$ cat config.mk
export PLATFORM = sky130hd
export DESIGN_NAME = bcd_display_scanner_flat
export DESIGN_NICKNAME = d
export VERILOG_FILES = /design/src/rtl/seg7_pkg.sv /design/src/rtl/bcd_display_scanner_if.sv /design/src/rtl/bcd_to_seg7.sv /design/src/rtl/bcd_display_scanner.sv /design/src/flat_wrapper.sv
export SDC_FILE = /design/constraint.sdc
export NUM_CORES = 1
export LEC_CHECK = 0
export ABC_AREA = 1
export CORE_UTILIZATION = 49
export DETAILED_ROUTE_END_ITERATION = 8
export PLACE_DENSITY = 0.75
export SLEW_MARGIN = 15
export SYNTH_ARGS = -nofsm -noshare
export SYNTH_HDL_FRONTEND = slang
export SYNTH_SLANG_ARGS = --single-unit
$ cat constraint.sdc
create_clock -name clock -period 1.65 [get_ports clock]
set_clock_uncertainty 0.15 [all_clocks]
set_input_delay 0.33 -clock clock [delete_from_list [all_inputs] [get_ports clock]]
set_output_delay 0.33 -clock clock [all_outputs]
set_load 0.03 [all_outputs]
$ cat src/rtl/seg7_pkg.sv
// seg7_pkg: shared seven-segment patterns, digit count and scanner state enum.
package seg7_pkg;

    localparam int NUM_DIGITS = 4;

    // Active-low gfedcba patterns; element n is the glyph for digit n.
    localparam logic [9:0][6:0] SEG_DIGIT = {
        7'b0010000,
        7'b0000000,
        7'b1111000,
        7'b0000010,
        7'b0010010,
        7'b0011001,
        7'b0110000,
        7'b0100100,
        7'b1111001,
        7'b1000000
    };

    localparam logic [6:0] SEG_DASH  = 7'b0111111;
    localparam logic [6:0] SEG_BLANK = 7'b1111111;

    typedef enum logic {LOAD, SCAN} state_t;

endpackage

$ cat src/rtl/bcd_display_scanner_if.sv
// bcd_display_scanner_if: BCD digit inputs and multiplexed display outputs.
interface bcd_display_scanner_if;
    logic [3:0] digit0;
    logic [3:0] digit1;
    logic [3:0] digit2;
    logic [3:0] digit3;
    logic [6:0] segments;
    logic [3:0] anodes;
    logic       frame_tick;

    modport master (
        output digit0, digit1, digit2, digit3,
        input  segments, anodes, frame_tick
    );

    modport slave (
        input  digit0, digit1, digit2, digit3,
        output segments, anodes, frame_tick
    );
endinterface

$ cat src/rtl/bcd_to_seg7.sv
// bcd_to_seg7: combinational BCD to active-low gfedcba decoder, dash for 10..15.
module bcd_to_seg7
    import seg7_pkg::*;
(
    input  logic [3:0] bcd,
    output logic [6:0] seg
);
    assign seg = (bcd > 4'd9) ? SEG_DASH : SEG_DIGIT[bcd];
endmodule

$ cat src/rtl/bcd_display_scanner.sv
// bcd_display_scanner: four-digit multiplexed seven-segment driver with a per-frame shadow register.
// Optional leading-zero blanking is enabled by defining LEADING_ZERO_BLANK_EN.
module bcd_display_scanner
    import seg7_pkg::*;
#(
    parameter int SCAN_DIV = 50000
) (
    input logic clock,
    input logic reset,
    bcd_display_scanner_if.slave bus
);
    localparam int IDX_W = $clog2(NUM_DIGITS);

    state_t                      state, state_nxt;
    logic [15:0]                 scan_cnt, cnt_nxt;
    logic [IDX_W-1:0]            digit_idx, idx_nxt;
    logic [NUM_DIGITS-1:0][3:0]  shadow, shadow_nxt, digits_in;
    logic [NUM_DIGITS-1:0]       anodes_q, anodes_nxt;
    logic [6:0]                  seg_q, seg_nxt, seg_raw, seg_lit;
    logic                        tick_q, tick_nxt;
    logic                        wrap;

    assign digits_in = {bus.digit3, bus.digit2, bus.digit1, bus.digit0};
    assign wrap      = scan_cnt == 16'(SCAN_DIV - 1);

    bcd_to_seg7 u_dec (
        .bcd (shadow[digit_idx]),
        .seg (seg_raw)
    );

`ifdef LEADING_ZERO_BLANK_EN
    // A digit blanks only when it and every more significant digit are zero.
    logic [NUM_DIGITS-1:0] blank;
    assign blank[3] = shadow[3] == 4'd0;
    assign blank[2] = blank[3] && shadow[2] == 4'd0;
    assign blank[1] = blank[2] && shadow[1] == 4'd0;
    assign blank[0] = 1'b0;
    assign seg_lit  = blank[digit_idx] ? SEG_BLANK : seg_raw;
`else
    assign seg_lit = seg_raw;
`endif

    always_comb begin
        state_nxt  = state;
        cnt_nxt    = scan_cnt;
        idx_nxt    = digit_idx;
        shadow_nxt = shadow;
        tick_nxt   = 1'b0;
        anodes_nxt = '1;
        seg_nxt    = SEG_BLANK;
        if (state == LOAD) begin
            shadow_nxt = digits_in;
            tick_nxt   = 1'b1;
            state_nxt  = SCAN;
            cnt_nxt    = '0;
            idx_nxt    = '0;
        end else begin
            anodes_nxt = ~(NUM_DIGITS'(1) << digit_idx);
            seg_nxt    = seg_lit;
            cnt_nxt    = wrap ? '0 : scan_cnt + 16'd1;
            idx_nxt    = wrap ? digit_idx + IDX_W'(1) : digit_idx;
            // Reload coincides with the last cycle of the final digit, so no frame tears.
            if (wrap && digit_idx == IDX_W'(NUM_DIGITS - 1)) begin
                shadow_nxt = digits_in;
                tick_nxt   = 1'b1;
            end
        end
    end

    always_ff @(posedge clock) begin
        if (reset) begin
            state     <= LOAD;
            scan_cnt  <= '0;
            digit_idx <= '0;
            shadow    <= '0;
            anodes_q  <= '1;
            seg_q     <= SEG_BLANK;
            tick_q    <= 1'b0;
        end else begin
            state     <= state_nxt;
            scan_cnt  <= cnt_nxt;
            digit_idx <= idx_nxt;
            shadow    <= shadow_nxt;
            anodes_q  <= anodes_nxt;
            seg_q     <= seg_nxt;
            tick_q    <= tick_nxt;
        end
    end

    assign bus.anodes     = anodes_q;
    assign bus.segments   = seg_q;
    assign bus.frame_tick = tick_q;
endmodule

$ cat src/flat_wrapper.sv
// flat-port wrapper written by rule: the top's interface ports become plain ports
module bcd_display_scanner_flat import seg7_pkg::*;
#(
    parameter int SCAN_DIV = 50000
)
  (clock, reset, bus_digit0, bus_digit1, bus_digit2, bus_digit3, bus_segments, bus_anodes, bus_frame_tick);
  bcd_display_scanner_if bus_i ();
  input logic clock;
  input logic reset;
  input wire logic [$bits(bus_i.digit0)-1:0] bus_digit0;
  input wire logic [$bits(bus_i.digit1)-1:0] bus_digit1;
  input wire logic [$bits(bus_i.digit2)-1:0] bus_digit2;
  input wire logic [$bits(bus_i.digit3)-1:0] bus_digit3;
  output wire logic [$bits(bus_i.segments)-1:0] bus_segments;
  output wire logic [$bits(bus_i.anodes)-1:0] bus_anodes;
  output wire logic [$bits(bus_i.frame_tick)-1:0] bus_frame_tick;
  assign bus_i.digit0 = bus_digit0;
  assign bus_i.digit1 = bus_digit1;
  assign bus_i.digit2 = bus_digit2;
  assign bus_i.digit3 = bus_digit3;
  assign bus_segments = bus_i.segments;
  assign bus_anodes = bus_i.anodes;
  assign bus_frame_tick = bus_i.frame_tick;
  bcd_display_scanner #(.SCAN_DIV(SCAN_DIV)) u_core (.clock(clock), .reset(reset), .bus(bus_i));
endmodule
==> Word level (Yosys, flattened, before mapping) <==
Memory sizes are Yosys's and may differ from the RTL's.
Cells that the tools add are included.
W data, S select, Z words.
{ "word_totals": {"ff_bits": 47, "latchBits": 0, "ramBits": 0, "romBits": 112, "input_bits": 18, "output_inout_bits": 12, "wordCells": 36, "memories": 1} }
{ "classes": {"add_sub_neg": 2, "n_mul": 0, "div_mod_pow": 0, "magnitude_cmp": 3, "eq_ne": 3, "shift": 1, "muxes": 9, "bitwise_logic": 2, "reduce_logical": 4} }
{ "mem_list": {"columns": ["memory", "depth", "width", "rd", "rd_ports_with_merged_regs", "wr", "line", "rtl"], "rows": [
  ["(no name shown)", 16, 7, 1, 0, 0, "bcd_to_seg7.sv:8", "assign seg = (bcd > 4'd9) ? SEG_DASH : SEG_DIGIT[bcd];"]
]} }
{ "ops": {"columns": ["cell", "n"], "rows": [
  ["$mux W16", 2],
  ["$add A16 B1 Y16 const B", 1],
  ["$eq A16 B16 Y1 const B", 1],
  ["$mux W7", 2],
  ["$bmux W4 S2", 1],
  ["$reduce_or A3 Y1", 2],
  ["$lt A4 B5 Y1 const B", 1],
  ["$gt A4 B4 Y1 const B", 1],
  ["$mux W4", 1],
  ["$not A4 Y4", 1],
  ["$shl A1 B2 Y4 const A", 1],
  ["$lt A2 B3 Y1 const B", 1],
  ["$mux W1", 3],
  ["$add A2 B1 Y2 const B", 1],
  ["$eq A2 B2 Y1 const B", 1],
  ["$ne A2 B2 Y1 const B", 1],
  ["$reduce_or A2 Y1", 1],
  ["$logic_and A1 B1 Y1", 1],
  ["$not A1 Y1", 1]
]} }

==> Depth between registers and ports, before layout <==
Gate-level depths: netlist of the first run.
{ "logic_depth": {"depth_word": 5, "ltp_mapped": 11, "ltp_nobuf": 11} }

==> Modules after synthesis <==
Synthesis of the first run repeated with hierarchy kept, for this count alone.
{ "unflattened": {"hier_cells": 313, "area_unflattened_um2": 2307.2} }
{ "by_module_without_submodules": {"columns": ["mod", "instances", "cells_per_inst", "area_per_inst_um2", "seq_area_each_um2"], "rows": [
  ["bcd_display_scanner", 1, 283, 2118.3, 940.9],
  ["bcd_to_seg7", 1, 30, 188.9, 0.0]
]} }

==> Least setup slack after synthesis of the first run <==
Ideal clock, no wire load.
{ "synth_path": {"path_kind": "register -> register", "startpoint": "register u_core.digit_idx[0]", "endpoint": "register u_core.seg_q[4], in the netlist u_core.bus.segments[4]", "setup_time_ns": 0.119, "arrival_ns": 1.470, "required_ns": 1.381, "slack_ns": -0.089, "stages_incl_launch_ff": 12, "n_path_buf": 1, "synth_period_minus_slack_ns": 1.739, "path_cell_list": "dfxtp_1 > buf_4 > a21oi_1 > o21ai_0 > nand2_1 > inv_1 > ha_1 > nor2_1 > nor2_1 > nor2_1 > nor2_2 > nand2_1"} }
{ "synth_via": {"elab_chain_len": 4, "word_cells_on_any_way": 6, "classes_between": "order compare (1); mux (3); reduce/logical (1); memory (1)"} }
{ "synth_lines": {"columns": ["item", "line", "rtl"], "rows": [
  ["start: declaration", "bcd_display_scanner.sv:16", "logic [IDX_W-1:0] digit_idx, idx_nxt;"],
  ["start signal: assignment", "bcd_display_scanner.sv:82", "digit_idx <= idx_nxt;"],
  ["$bmux W4 S2 *", "bcd_display_scanner.sv:27", ".bcd (shadow[digit_idx]),"],
  ["$mux W4 (not written as such) *", "bcd_display_scanner.sv:27", null],
  ["$mem_v2 Z16 W7 or $gt A4 B4 Y1 (tied branches)", null, null],
  ["$mux W7 (not written as such) or $reduce_or A3 Y1 (tied branches)", null, null],
  ["end signal: assignment", "bcd_display_scanner.sv:85", "seg_q <= seg_nxt;"],
  ["end: declaration", "bcd_display_scanner.sv:19", "logic [6:0] seg_q, seg_nxt, seg_raw, seg_lit;"]
]} }
Mark *: on every way between the ends. The rest lies on a longest branch, timed or not. The select of a mux whose other input is x is not followed.
A chain may end at the register's enable or synchronous reset.

==> Worst setup path in the final report of the first run <==
Same ends and word-level chain as after synthesis.

==> flow_metrics.env, run 1 <==
export IMPL_status="finished, violations left"
export IMPL_violations="design-rule violations, negative setup slack"
export IMPL_layout_setup_ws_ns=-0.07638
export IMPL_slowest_delay_ns=0.41
export IMPL_cts_sinks=47
export IMPL_wl_per_cell_um=11.06
export IMPL_via_per_inst=4.902
export IMPL_initial_core_util=0.5215
export IMPL_irDropWorstVdd_mv=0.4615
export IMPL_crit_slowest_cell="dfxtp_4"
export IMPL_cts_root_buf="clkbuf_8"
export IMPL_min_path_cells=1
export IMPL_final_cell_mix="nand2_1 (66), dfxtp_1 (45), nor2_1 (37), inv_1 (32), a21oi_1 (26)"
export IMPL_relSlewSlack=0.7369
export IMPL_path_class="reg -> reg"
export IMPL_cts_htree_levels=2
export IMPL_synth_cell_type_count=30
export IMPL_firstDrtPassIters=8
export IMPL_avgSynthCellArea_um2=7.455
export IMPL_portBuffers=29
export IMPL_hold_path_end="u_core.scan_cnt[0]$_SDFF_PP0_"
export IMPL_pin_count=30
export IMPL_fin_area_um2=2943
export IMPL_clk_path_buf_depth=2
export IMPL_cap_violations=0
export IMPL_drtIter0Drc=68
export IMPL_startpoint_type="register"
export IMPL_wl_mm=4.512
export IMPL_dpl_instance_area_um2=2770
export IMPL_leakagePower_nw=1.219
export IMPL_layout_commonest_cell="nand2_1"
export IMPL_grt_max_degree=34
export IMPL_area_growth_pct=26.11
export IMPL_fmax_mhz=579.2
export IMPL_worstPathRequired_ns=1.75
export IMPL_nets=382
export IMPL_dp_worst_setup_slack_ns=-0.09250
export IMPL_layout_drive_gt1_share=0.2107
export IMPL_period_needed_ns=1.726
export IMPL_insertion_delay_ns=0.30
export IMPL_setup_violations=6
export IMPL_drc=2
export IMPL_die_area_um2=5042
export IMPL_holdCritStartpoint="u_core.scan_cnt[0]$_SDFF_PP0_"
export IMPL_synth_seq_area_share=0.4032
export IMPL_reg2reg_from="u_core.digit_idx[0]$_SDFFE_PP0P_"
export IMPL_cts_buffers=5
export IMPL_vias=2000
export IMPL_worst_r2r_endpoint="u_core.bus.segments[4]$_SDFF_PP1_"
export IMPL_track_usage=0.1879
export IMPL_die_w_um=71.01
export IMPL_cp_max_fo=8
export IMPL_yosysWarnings=0
export IMPL_detail_route_antenna_nets=0
export IMPL_hold_viol=0
export IMPL_die_h_um=71.01
export IMPL_grt_pass1_wl_mm=7.507
export IMPL_grt_pass1_vias=1698
export IMPL_worstRegToRegCells=11
export IMPL_ys_ff_latch=47
export IMPL_crit_path_end_kind="register"
export IMPL_path_clk_slew_ns=0.08
export IMPL_overflow=0
export IMPL_path_cells="inv_4, a21oi_2, o21ai_2, nand2_2, inv_2, buf_4, ha_2, nand3b_1, nand2_1, inv_1, nand2_1"
export IMPL_antenna_found_initial=0
export IMPL_globalplace_congestion=0.8942
export IMPL_rsz0062_at_grt="yes"
export IMPL_core_area_um2=4474
export IMPL_worst_pin_slew_ns=0.3947
export IMPL_cp_common_cell="nand2_1"
export IMPL_min_path_type="reg -> reg"
export IMPL_dpl_hpwl_mm=3.140
export IMPL_pwr_density_cell_nw_per_um2=763.2
export IMPL_slew_violations=0
export IMPL_num_rows=24
export IMPL_cp_arrival_ns=1.82
export IMPL_finalCritPeriodShare=1.046
export IMPL_syn_area_um2=2333
export IMPL_ff2ff_setup_slack_ns=-0.08
export IMPL_cts_tree="done"
export IMPL_synth_cells=313
export IMPL_syn_nets=340
export IMPL_diodes=0
==> per-stage QoR <==
| step | hold WS (ns) | std cells | util | setup TNS [ns] | power, W |
|---|---|---|---|---|---|
| final | 0.3146 | 408 | 0.6577 | -0.3351 | 0.002246 |
| after detailed placement | 0.3087 | 398 | 0.6191 | -0.4690 | 0.001517 |
| after CTS | 0.3216 | 406 | 0.6409 | -0.0005180 | 0.002252 |
| after global routing | 0.3428 | 408 | 0.6577 | -0.9130 | 0.002358 |
| after floorplan | 0.2491 | 313 | - | 0 | 0.001402 |
| after global placement | 0.2796 | 398 | 0.6191 | -0.1014 | 0.001511 |
==> synthesized netlist by cell type <==
cell type / instances / share of area
a21oi_1: 30 / 0.064
buf_1: 2 / 0.0032
buf_2: 3 / 0.0064
buf_4: 1 / 0.0032
buf_6: 5 / 0.024
clkinv_1: 1 / 0.0016
dfxtp_1: 47 / 0.40
ha_1: 9 / 0.048
inv_1: 34 / 0.055
inv_2: 5 / 0.0080
nand2_1: 68 / 0.11
nand2_2: 4 / 0.011
nand3_1: 17 / 0.036
nand3_2: 15 / 0.064
nand3_4: 1 / 0.0075
nand3b_1: 1 / 0.0032
nand4_1: 3 / 0.0080
nor2_1: 39 / 0.063
nor2_2: 4 / 0.011
nor2_4: 2 / 0.0097
nor3_1: 5 / 0.011
nor3_2: 1 / 0.0043
nor3b_1: 1 / 0.0032
nor4_1: 1 / 0.0027
o211ai_1: 2 / 0.0064
o21ai_0: 6 / 0.013
o21ai_1: 1 / 0.0021
or2_2: 1 / 0.0027
xnor2_1: 1 / 0.0038
xor2_1: 3 / 0.011
==> repair_timing <==
| action | in CTS | in global routing |
|---|---|---|
| hold buffers | 0 | 0 |
| resized for setup | 18 | 15 |
| setup buffers | 0 | 2 |
| cloned | 0 | 0 |
| pin swaps | 5 | 7 |
| endpoints found under the setup margin | 18 | 27 |
==> metal layers <==
metal / up-vias / wire length [um] / GRT usage
li1: 1076 / - / -
met4: 0 / 87 / 0.06667
met3: 9 / 203 / 0.04701
met2: 49 / 2072 / 0.3024
met1: 866 / 2147 / 0.2456
met5: - / 0 / 0
==> final cells by class <==
type	count	area, um2
Sequential cell	47	945.9
Fill cell	375	1531
Tap cell	52	65.06
Clock buffer	8	100.1
Timing Repair Buffer	46	427.9
Inverter	40	155.1
Multi-Input combinational cell	215	1249
==> logic make-up after synthesis <==
| group | after synthesis | share of synthesized area |
|---|---|---|
| and+or+nand+nor | 163 | 0.3464 |
| buffers and inverters | 51 | 0.1013 |
| DFF | 47 | 0.4032 |
| AOI/OAI and AO/OA | 39 | 0.08579 |
| adders and majority gates | 9 | 0.04826 |
| xor gates and xnor gates | 4 | 0.01502 |
==> where the power goes <==
group	switching [W]	internal [W]
clock network	0.000364	0.000382
logic	0.000165	0.000140
registers	0.0000175	0.00118
==> worst max-delay path, delay by kind of cell, from the launching register on <==
family	cells	cell delay, ns
fa+ha+maj	1	0.17
buf+inv	4	0.30
simple gates	4	0.45
compound gates	2	0.20
flops	1	0.41
==> worst max-delay path by stage <==
stage                                          start  depth (start not counted)                                end  slack [ns]
finish              u_core.digit_idx[0]$_SDFFE_PP0P_                         11  u_core.bus.segments[4]$_SDFF_PP1_       -0.08
global route        u_core.digit_idx[0]$_SDFFE_PP0P_                         11  u_core.bus.segments[4]$_SDFF_PP1_       -0.18
CTS                 u_core.digit_idx[0]$_SDFFE_PP0P_                         10  u_core.bus.segments[1]$_SDFF_PP1_     -0.0005
detailed placement  u_core.digit_idx[0]$_SDFFE_PP0P_                         10  u_core.bus.segments[1]$_SDFF_PP1_       -0.09
global placement    u_core.digit_idx[0]$_SDFFE_PP0P_                         10  u_core.bus.segments[3]$_SDFF_PP1_       -0.02
floorplan           u_core.digit_idx[0]$_SDFFE_PP0P_                         10  u_core.bus.segments[0]$_SDFF_PP1_       0.009
==> flip-flops by register name, indices dropped and copies added (netlist names) <==
name	cells
u_core.bus.frame_tick	1
u_core.digit_idx	2
u_core.scan_cnt	16
u_core.state	1
u_core.shadow	16
u_core.bus.anodes	4
u_core.bus.segments	7
Power figures use the tool's default switching activity.
==> run 2, diff against run 1 <==
- MAX_ROUTING_LAYER: not set -> met4
- SKIP_LAST_GASP: not set -> 1
==> flow_metrics.env, run 2 (synthesized netlist as in run 1, its figures left out) <==
export IMPL_status="finished, violations left"
export IMPL_violations="design-rule violations, negative setup slack"
export IMPL_dpl_hpwl_mm=3.295
export IMPL_reg2reg_from="u_core.digit_idx[0]$_SDFFE_PP0P_"
export IMPL_slew_violations=0
export IMPL_postCtsHoldBufs=0
export IMPL_cp_arrival_ns=1.77
export IMPL_diodes=0
export IMPL_path_cells="inv_4, a21oi_4, o21ai_2, nand2_2, inv_2, buf_4, ha_1, nand3b_1, nand2_1, inv_1, nand2_1"
export IMPL_min_path_type="reg -> reg"
export IMPL_core_area_um2=4474
export IMPL_clk_path_buf_depth=2
export IMPL_leakagePower_nw=1.228
export IMPL_finalCritPeriodShare=1.013
export IMPL_crit_path_start="u_core.digit_idx[0]$_SDFFE_PP0P_"
export IMPL_pwr_density_cell_nw_per_um2=730.5
export IMPL_holdCritStartpoint="u_core.scan_cnt[13]$_SDFF_PP0_"
export IMPL_path_clk_slew_ns=0.09
export IMPL_cap_violations=0
export IMPL_startpoint_type="register"
export IMPL_cp_common_cell="nand2_1"
export IMPL_crit_slowest_cell="dfxtp_4"
export IMPL_portBuffers=29
export IMPL_crit_path_end_kind="register"
export IMPL_via_per_inst=4.807
export IMPL_track_usage=0.1994
export IMPL_grt_pass1_vias=1816
export IMPL_cts_sinks=47
export IMPL_setup_violations=1
export IMPL_fmax_mhz=598.1
export IMPL_vias=1995
export IMPL_crit_family="flip-flops"
export IMPL_worstPathRequired_ns=1.75
export IMPL_layout_drive_gt1_share=0.2231
export IMPL_final_cell_mix="nand2_1 (66), dfxtp_1 (45), nor2_1 (36), inv_1 (32), a21oi_1 (27)"
export IMPL_cts_htree_levels=2
export IMPL_area_growth_pct=27.61
export IMPL_cts_tree="done"
export IMPL_drc=2
export IMPL_fillers=393
export IMPL_firstDrtPassIters=8
export IMPL_wl_mm=4.612
export IMPL_grt_max_degree=34
export IMPL_num_rows=24
export IMPL_grt_pass1_wl_mm=7.824
export IMPL_rsz0062_at_grt="yes"
export IMPL_dpl_instance_area_um2=2785
export IMPL_worst_pin_slew_ns=0.3939
export IMPL_fin_area_um2=2978
export IMPL_cts_root_buf="clkbuf_8"
export IMPL_initial_core_util=0.5215
export IMPL_die_w_um=71.01
export IMPL_hold_viol=0
export IMPL_layout_commonest_cell="nand2_1"
export IMPL_layout_setup_ws_ns=-0.02188
export IMPL_irDropWorstVdd_mv=0.4795
export IMPL_overflow=0
export IMPL_whs_ns=0.3435
export IMPL_cp_max_fo=8
export IMPL_drtIter0Drc=85
export IMPL_die_h_um=71.01
export IMPL_path_class="reg -> reg"
export IMPL_cts_buffers=5
export IMPL_pin_count=30
export IMPL_insertion_delay_ns=0.29
export IMPL_detail_route_antenna_nets=0
export IMPL_nets=389
export IMPL_die_area_um2=5042
export IMPL_globalplace_congestion=0.9140
export IMPL_antenna_found_initial=0
export IMPL_wl_per_cell_um=11.11
export IMPL_period_needed_ns=1.672
export IMPL_slowest_delay_ns=0.41
export IMPL_relSlewSlack=0.7374
export IMPL_cp_buffers_inverters=4
[run 2: final cells by class]
cell class	instances	area, um2	share of cell area
clock inverters	1	5.005	0.001681
multi-input cells	215	1252	0.4206
flip-flops and latches	47	945.9	0.3176
clock buffers	7	76.32	0.02563
inverters	40	152.6	0.05126
well taps	52	65.06	0.02185
repair buffers	53	480.5	0.1613
[run 2: report_power, final]
part | total, W | internal, W | switching (W)
Clock | 0.000662 | 0.000298 | 0.000365
Sequential | 0.00120 | 0.00118 | 0.0000185
Combinational | 0.000318 | 0.000149 | 0.000169
[run 2: worst reg2reg max path, stage by stage (launching register included)]
cell and delay, ns:
dfxtp_4 0.41, inv_4 0.06, a21oi_4 0.12, o21ai_2 0.07, nand2_2 0.11, inv_2 0.07
buf_4 0.13, ha_1 0.20, nand3b_1 0.16, nand2_1 0.07, inv_1 0.03, nand2_1 0.05
[run 2: worst paths after layout]
| path | depth (start not counted) | to | slack (ns) |
|---|---|---|---|
| worst max-delay path | 11 | u_core.bus.segments[4]$_SDFF_PP1_ | -0.02 |
| worst min-delay path | 2 | u_core.scan_cnt[13]$_SDFF_PP0_ | 0.34 |
| worst max register to register | 11 | u_core.bus.segments[4]$_SDFF_PP1_ | -0.02 |
| worst min register to register | 2 | u_core.scan_cnt[13]$_SDFF_PP0_ | 0.34 |
[run 2: routing by layer]
| layer | track usage | routed length, um | up-vias |
|---|---|---|---|
| li1 | - | - | 1082 |
| met1 | 0.2513 | 2246 | 875 |
| met2 | 0.3173 | 2151 | 32 |
| met3 | 0.04274 | 148 | 6 |
| met4 | 0.06889 | 65 | 0 |
| met5 | - | 0 | - |
[run 2: per-stage QoR]
step	worst slack (ns)	instances	total power, W	utilization	TNS, ns
2_1_floorplan	0.009081	313	0.001402	-	0
6_report	-0.02188	415	0.002175	0.6655	-0.02188
5_1_grt	-0.1269	415	0.002286	0.6655	-0.4956
3_5_place_dp	-0.1257	400	0.001521	0.6225	-0.6410
4_1_cts	-0.01609	411	0.002168	0.6460	-0.01918
3_3_place_gp	-0.01816	400	0.001514	0.6225	-0.1031
[run 2: what timing repair did]
item	CTS	global route
gates resized for setup	18	14
setup endpoints to repair	18	25
gates cloned	0	0
pin swaps	4	4
buffers inserted	3	4
